## src/rtl/reg_wr_arbiter.sv

```systemverilog
// rtl/reg_wr_arbiter.sv - round-robin arbiter serialising writes into one shared register
module reg_wr_arbiter #(
    parameter int N = 4,
    parameter int W = 8
) (
    input  logic           clk,
    input  logic           reset,
    input  logic [N-1:0]   req,
    input  logic [N*W-1:0] data,
    output logic [N-1:0]   grant,
    output logic [N-1:0]   ack,
    output logic [W-1:0]   q,
    output logic           q_valid,
    output logic           busy
);

    localparam int LW = (N > 1) ? $clog2(N) : 1;

    typedef enum logic {
        IDLE  = 1'b0,
        GRANT = 1'b1
    } state_t;

    state_t        state;
    logic [LW-1:0] last;
    logic [LW-1:0] gidx;
    logic [LW-1:0] sel;
    logic          found;
    logic [N-1:0]  elig;

    // A requester still seeing its ack this cycle is masked so it cannot be written twice
    assign elig = req & ~ack;
    assign busy = (state == GRANT);

    // Pick the first eligible requester scanning cyclically from last+1 round to last
    always_comb begin
        int            idx;
        logic [LW-1:0] idx_l;
        sel   = '0;
        found = 1'b0;
        idx   = 0;
        idx_l = '0;
        for (int k = 1; k <= N; k++) begin
            idx   = (int'(last) + k) % N;
            idx_l = LW'(idx);
            if (!found && elig[idx_l]) begin
                found = 1'b1;
                sel   = idx_l;
            end
        end
    end

    // Grant/write sequencer: IDLE issues a grant, GRANT commits the write or drops a withdrawn request
    always_ff @(posedge clk) begin
        if (!reset) begin
            state   <= IDLE;
            grant   <= '0;
            ack     <= '0;
            q       <= '0;
            q_valid <= 1'b0;
            last    <= LW'(N - 1);
            gidx    <= '0;
        end else begin
            ack <= '0;
            case (state)
                IDLE: begin
                    if (found) begin
                        grant <= N'(1) << sel;
                        gidx  <= sel;
                        state <= GRANT;
                    end else begin
                        grant <= '0;
                    end
                end
                GRANT: begin
                    grant <= '0;
                    state <= IDLE;
                    if (req[gidx]) begin
                        q       <= data[gidx*W +: W];
                        ack     <= N'(1) << gidx;
                        q_valid <= 1'b1;
                        last    <= gidx;
                    end
                end
                default: begin
                    grant <= '0;
                    state <= IDLE;
                end
            endcase
        end
    end

endmodule

```

## config.mk

```make
export PLATFORM = sky130hd
export DESIGN_NAME = reg_wr_arbiter
export DESIGN_NICKNAME = d
export VERILOG_FILES = /design/src/rtl/reg_wr_arbiter.sv
export SDC_FILE = /design/constraint.sdc
export NUM_CORES = 1
export LEC_CHECK = 0
export BUFFER_PORTS_ARGS = -buffer_cell sky130_fd_sc_hd__buf_2
export CAP_MARGIN = 10
export CORE_ASPECT_RATIO = 0.8
export CORE_MARGIN = 3
export CORE_UTILIZATION = 26
export DETAILED_ROUTE_END_ITERATION = 6
export SLEW_MARGIN = 25
export SYNTH_ARGS = -nofsm -noshare
export SYNTH_HDL_FRONTEND = slang
export SYNTH_SLANG_ARGS = --single-unit
```

## constraint.sdc

```tcl
create_clock -name clk -period 2.4 [get_ports clk]
set_input_delay 0.24 -clock clk [delete_from_list [all_inputs] [get_ports clk]]
set_output_delay 0.24 -clock clk [all_outputs]
set_load 0.05 [all_outputs]
```

==> flow_metrics.py, run 1 <==
metrics = {
    "clock_tree": {
        "cts-root-buf": "clkbuf_8",
        "clk_latency_ns": 0.26,
        "ctsResizeCount": 0,
        "clock_sinks": 22,
        "clk_path_buf_depth": 2,
        "postCtsSetupBuffers": 0,
        "cts_hold_buf": 0,
        "htree_levels": 1,
        "cts_tree": "done",
        "numCtsBuffers": 3,
        "clk_pin_slew_worst_paths_ns": 0.09,
    },
    "detailed_routing": {
        "drtIter0Drc": 37,
        "ant_nets": 0,
        "via_count": 978,
        "drt-vias-per-instance": 4.55,
        "routed_wl_um": 2780,
        "first_pass_iters": 4,
        "drc": 0,
        "wl_per_cell_um": 12.9,
    },
    "hold_path": {
        "hp-class": "primary input to flip-flop",
    },
    "global_route": {
        "antenna_found_initial": 0,
        "grtUsageTotal_pct": 10.8,
        "grt_pass1_wl_um": 4500,
        "grt_max_degree": 18,
        "overflow": 0,
        "grt_pass1_vias": 929,
    },
    "synth": {
        "postSynthCellCount": 104,
        "yosysWarningCount": 0,
        "ys_seq_area_share_pct": 36.7,
        "syn_area_um2": 1200,
        "syn-num-nets": 142,
        "syn_area_per_cell_um2": 11.5,
        "ys_types": 37,
        "ys_seq_elements": 22,
    },
    "setup_path": {
        "worstPathRequired_ns": 2.55,
        "worst_setup_path_end_kind": "flip-flop",
        "worstSetupStartpointType": "flip-flop",
        "crit_arrival_ns": 1.95,
        "critPathKind": "flip-flop to flip-flop",
        "worst-path-max-fanout": 14,
    },
    "sta": {
        "hold_violations": 0,
        "fin_worst_skew_ns": 0.00786,
        "worst_pin_slew_ns": 0.623,
        "fmax_ghz": 0.556,
        "rsz0062_at_grt": "no",
        "final.period_utilization_pct": 75.0,
        "setup-violations-final": 0,
        "finalMaxSlewViolations": 0,
        "max-slew-margin-rel_pct": 58.4,
        "fin_crit_ns": 1.80,
        "fin_tns_setup_ns": 0,
    },
    "finish": {
        "num-fill-cells": 456,
        "regArea_um2": 440,
        "drive_gt1_share_pct": 41.8,
        "final_util_pct": 36.1,
        "area_growth_pct": 29.7,
        "final_cells": 215,
        "nNetsFinal": 197,
        "diodes": 0,
        "multi_input_comb_area_um2": 683,
    },
    "die": {
        "start_util_pct": 27.8,
        "coreArea_um2": 4310,
        "rows": 21,
        "die_w_um": 82.0,
        "die_y_um": 66.8,
        "design.die.area_um2": 5470,
        "pin_count": 56,
    },
    "power": {
        "ir_worst_vdd_v": 0.000201,
        "power_density_nw_per_um2": 664,
        "leakage_uw": 0.000688,
    },
    "placed_design": {
        "gp_congestion": 0.735,
        "hpwl_um": 2200,
        "portBuffers": 55,
        "dp.cells": 211,
    },
    "run": {
        "cap_violations": 0,
    },
    "outcome": {
        "status": "finished, final reports clean",
    },
}
-- cell usage in the layout (no fill, tap or decap), types with 2 or more instances in the layout --
| master | count |
|---|---|
| clkbuf_8 | 3 |
| buf_2 | 55 |
| nand2_1 | 6 |
| nor3b_1 | 3 |
| o21ai_0 | 2 |
| a221oi_1 | 2 |
| mux4_1 | 6 |
| and4b_1 | 2 |
| mux2i_1 | 10 |
| nand2b_1 | 6 |
| nor2b_1 | 8 |
| nor2_1 | 5 |
| nand3_1 | 3 |
| dfxtp_1 | 22 |
| mux4_2 | 2 |
| inv_1 | 2 |
| nor3_1 | 2 |
-- flip-flops by register name (all words and copies together), names as in the netlist --
signal and count:
busy 1, gidx 2, ack 4, last 2, q_valid 1, grant 4, q 8
-- kinds of logic (layout without fill, tap and decap cells) --
family | count (synthesis) | in the layout | synth area share [%]
simple gates | 41 | 41 | 20.3
flops | 22 | 22 | 36.7
buf+inv | 8 | 62 | 6.36
compound gates | 14 | 14 | 10.2
mux | 19 | 19 | 26.4
-- Yosys cell counts --
cell	instances	share of area, %
o22ai_1	1	0.52
a221oi_2	1	1.3
buf_6	2	1.9
a221oi_1	2	1.5
clkbuf_8	1	1.1
and3b_1	1	0.73
a21o_1	1	0.63
a21oi_2	1	0.73
and2b_1	1	0.63
nor3_1	2	0.83
o22ai_4	1	1.7
inv_1	2	0.63
mux4_2	2	3.8
and4_1	1	0.73
o2bb2ai_1	1	0.73
o21a_1	1	0.63
nor2b_1	8	4.2
buf_12	1	1.7
nand3_1	3	1.3
o21ai_0	2	0.83
nand2b_1	6	3.1
dfxtp_1	22	37
or3b_1	1	0.73
a21boi_0	1	0.63
nand4_1	1	0.52
mux2i_2	1	1.1
buf_4	1	0.63
mux2i_1	10	8.3
nor3b_1	3	1.9
nand2_1	6	1.9
mux4_1	6	13
and4b_1	2	1.7
nand3b_1	1	0.63
a21oi_1	1	0.42
a41oi_1	1	0.73
clkbuf_2	1	0.42
nor2_1	5	1.6
-- final timing paths --
check / slack, ns / to / cells after the start / startpoint
setup / recovery: 0.60 / last[1] / 4 / gidx[0]
hold / removal: 0.28 / last[1] / 2 / reset
setup reg to reg: 0.60 / last[1] / 4 / gidx[0]
hold reg to reg: 0.47 / q_valid / 1 / q_valid
-- through the flow --
stage | instance area, µm² | total power [µW] | setup slack, ns | hold WS (ns)
final | 1560 | 1030 | 0.600 | 0.279
after detailed placement | 1490 | 700 | 0.589 | 0.451
after global routing | 1560 | 1080 | 0.439 | 0.298
after CTS | 1560 | 1040 | 0.573 | 0.273
after global placement | 1490 | 698 | 0.633 | 0.450
after floorplan | 1200 | 640 | 0.783 | 0.368
-- routing by layer --
metal / GRT usage, % / vias to the layer above / part of all wire [%]
met1: 14.4 / 449 / 45
met4: 3.73 / 0 / 1.1
met3: 2.43 / 2 / 4.7
li1: - / 503 / -
met2: 16.9 / 24 / 49
met5: 0 / - / 0
-- layout make-up --
class                   instances  share of cell area (%)
repair buffers                 56                    18.2
well taps                      57                    4.58
multi-input cells              74                    43.9
flip-flops and latches         22                    28.3
clock buffers                   3                    2.65
inverters                       2                   0.482
clock inverters                 1                    1.93
-- worst max-delay path, stage by stage (launching register included) --
cell	delay, ns
dfxtp_1	0.73
nand2_1	0.19
o22ai_4	0.45
mux2i_1	0.25
nand2_1	0.07
-- report_power, final --
| group | switching, µW | total [µW] | leakage, µW | internal [µW] |
|---|---|---|---|---|
| clock | 122 | 345 | 0.0000357 | 223 |
| combinational | 150 | 267 | 0.000473 | 116 |
| sequential | 30.3 | 421 | 0.000180 | 391 |
Power figures use the tool's default switching activity.
==> inputs of run 2 (changes only) <==
--- a/config.mk
+++ b/config.mk
@@ -5,6 +5,7 @@
 export SDC_FILE = /design/constraint.sdc
 export NUM_CORES = 1
 export LEC_CHECK = 0
+export ABC_AREA = 1
 export BUFFER_PORTS_ARGS = -buffer_cell sky130_fd_sc_hd__buf_2
 export CAP_MARGIN = 10
 export CORE_ASPECT_RATIO = 0.8
==> constraint.sdc (replaced) <==
create_clock -name clk -period 1.7 [get_ports clk]
set_input_delay 0.17 -clock clk [delete_from_list [all_inputs] [get_ports clk]]
set_output_delay 0.17 -clock clk [all_outputs]
set_load 0.05 [all_outputs]
==> run 2 against run 1 <==
Hold slack got worse by 0.049 ns; global-route usage is 2.5 points higher; sequential cell count is the same; routed wire length is 34% higher; highest routed layer unchanged.
==> flow_metrics.py, run 2 <==
metrics = {
    "outcome": {
        "status": "finished, final reports clean",
    },
    "synth": {
        "synthSimpleGateAreaFrac_pct": 46.2,
        "synth_edf_count": 0,
        "syn-num-nets": 232,
        "ys_types": 24,
        "postSynthCellCount": 194,
        "ys_seq_area_share_pct": 32.9,
        "synth_common_cells": "44 x nand2_1, 26 x nor2_1, 22 x dfxtp_1, 22 x nand3_1, 17 x o21ai_0",
        "ys_seq_elements": 22,
        "synth_top_area_cell": "dfxtp_1",
        "yosysWarningCount": 0,
        "syn_area_um2": 1340,
        "synth_mux_area_share_pct": 0,
        "synth_adder_area_share_pct": 0,
        "synth_area_leaders": "dfxtp_1 33%, nand2_1 12%, nand3_1 8.2%",
        "ys.flop_type": "dfxtp_1",
        "yosysMostFrequentCell": "nand2_1",
        "synthXorXnorAreaFrac_pct": 0,
        "syn_area_per_cell_um2": 6.89,
        "synth-async-reset-ratio_pct": 0,
        "synth-compound-area-share_pct": 13.8,
        "synth_top_area_share_pct": 32.9,
        "synth_top_family_by_area": "simple AND/OR/NAND/NOR gates",
    },
    "finish": {
        "nNetsFinal": 291,
        "reg_top3": "q (8), ack (4), grant (4)",
        "largest_reg_flops": 8,
        "final_cell_mix": "55 x buf_2, 44 x nand2_1, 26 x nor2_1",
        "final_common_cell": "buf_2",
        "area_growth_pct": 30.3,
        "diodes": 0,
        "drive_gt1_share_pct": 36.7,
        "num-fill-cells": 519,
        "top_register": "q",
    },
    "setup_path": {
        "worst_setup_path_end_kind": "flip-flop",
        "cp_cell_sequence": "inv_1 > nor2_1 > o22ai_1 > nand3_1 > inv_2 > nand2_1 > o21a_1",
        "worstSetupStartpointType": "flip-flop",
        "path_delay_family": "buffers and inverters",
        "worstPathRequired_ns": 1.86,
        "critPathKind": "flip-flop to flip-flop",
        "worst-path-max-fanout": 10,
        "critPathBufInv": 2,
        "cpPeakStageDelay_ns": 0.36,
        "crit_arrival_ns": 1.65,
        "slowest_stage": "dfxtp_1",
    },
    "detailed_routing": {
        "first_pass_iters": 4,
        "drt-vias-per-instance": 4.67,
        "drtIter0Drc": 51,
        "wl_per_cell_um": 12.0,
        "drc": 0,
        "via_count": 1453,
        "ant_nets": 0,
        "routed_wl_um": 3730,
    },
    "placed_design": {
        "hpwl_um": 3050,
        "gp_congestion": 0.820,
        "portBuffers": 55,
    },
    "die": {
        "die_y_um": 70.2,
        "pin_count": 56,
        "coreArea_um2": 4760,
        "rows": 22,
        "die_w_um": 86.2,
        "design.die.area_um2": 6050,
        "start_util_pct": 28.1,
    },
    "run": {
        "cap_violations": 0,
    },
    "clock_tree": {
        "clk_pin_slew_worst_paths_ns": 0.07,
        "htree_levels": 1,
        "clock_sinks": 22,
        "clk_path_buf_depth": 2,
        "cts_hold_buf": 0,
        "cts-root-buf": "clkbuf_8",
        "numCtsBuffers": 3,
        "clk_latency_ns": 0.26,
        "cts_tree": "done",
        "postCtsSetupBuffers": 0,
    },
    "global_route": {
        "grt_max_degree": 16,
        "overflow": 0,
        "grt_pass1_wl_um": 6560,
        "grt_pass1_vias": 1430,
        "grtUsageTotal_pct": 13.3,
        "antenna_found_initial": 0,
    },
    "power": {
        "power_density_nw_per_um2": 1700,
        "ir_worst_vdd_v": 0.000443,
        "leakage_uw": 0.000906,
    },
    "sta": {
        "finalMaxSlewViolations": 0,
        "fin_crit_ns": 1.49,
        "fin_tns_setup_ns": 0,
        "hold_violations": 0,
        "final.period_utilization_pct": 87.9,
        "worst_pin_slew_ns": 0.267,
        "max-slew-margin-rel_pct": 82.3,
        "setup-violations-final": 0,
        "fin_hold_ws_ns": 0.231,
        "fmax_ghz": 0.669,
        "fin_worst_skew_ns": 0.000846,
        "rsz0062_at_grt": "no",
    },
    "hold_path": {
        "hp-class": "primary input to flip-flop",
    },
}
==> run 2: worst register-to-register path, stage by stage, from the launching register on <==
cell     delay [ns]
dfxtp_1        0.36
inv_1          0.18
nor2_1         0.06
o22ai_1        0.20
nand3_1        0.16
inv_2          0.19
nand2_1        0.12
o21a_1         0.12
==> run 2: report_power, final <==
group / internal [µW] / switching (µW)
registers: 658 / 118
logic: 576 / 1290
clock network: 158 / 157
total: 1390 / 1570
==> run 2: what timing repair did <==
action | in CTS | in global routing
endpoints found under the hold margin | 0 | 0
gates resized for setup | 0 | 1
setup endpoints to repair | 0 | 6
==> run 2: final timing paths <==
kind / start / end / slack (ns) / cells after the start
hold / removal: reset / q_valid / 0.23 / 3
hold reg to reg: q_valid / q_valid / 0.45 / 2
setup / recovery: gidx[0] / last[0] / 0.21 / 7
setup reg to reg: gidx[0] / last[0] / 0.21 / 7
==> run 2: cells by family (layout without fill, tap and decap cells) <==
logic type,count (synthesis),after routing
simple gates,118,118
flops,22,22
compound gates,33,33
buf+inv,21,78
==> run 2: layout make-up <==
cell class	count	area [µm²]	share of cell area (%)
flip-flops and latches	22	442	25.3
clock buffers	3	41.3	2.37
well taps	60	75.1	4.31
multi-input cells	151	803	46.1
inverters	13	53.8	3.09
repair buffers	62	328	18.8
==> run 2: through the flow <==
stage | worst slack, ns | cells | area (µm²) | util [%] | total power, µW
floorplan | 0.124 | 194 | 1340 | - | 2240
global placement | 0.137 | 308 | 1700 | 35.7 | 2650
finish | 0.206 | 311 | 1740 | 36.6 | 2960
CTS | 0.0741 | 311 | 1740 | 36.6 | 2980
detailed placement | 0.0755 | 308 | 1700 | 35.7 | 2660
global route | 0.0357 | 311 | 1740 | 36.6 | 3230
==> run 2: layer usage <==
metal	routed length (µm)	GRT usage, %
met1	1840	17.9
met2	1600	20.9
met3	242	3.18
met4	48	4.15
met5	0	0
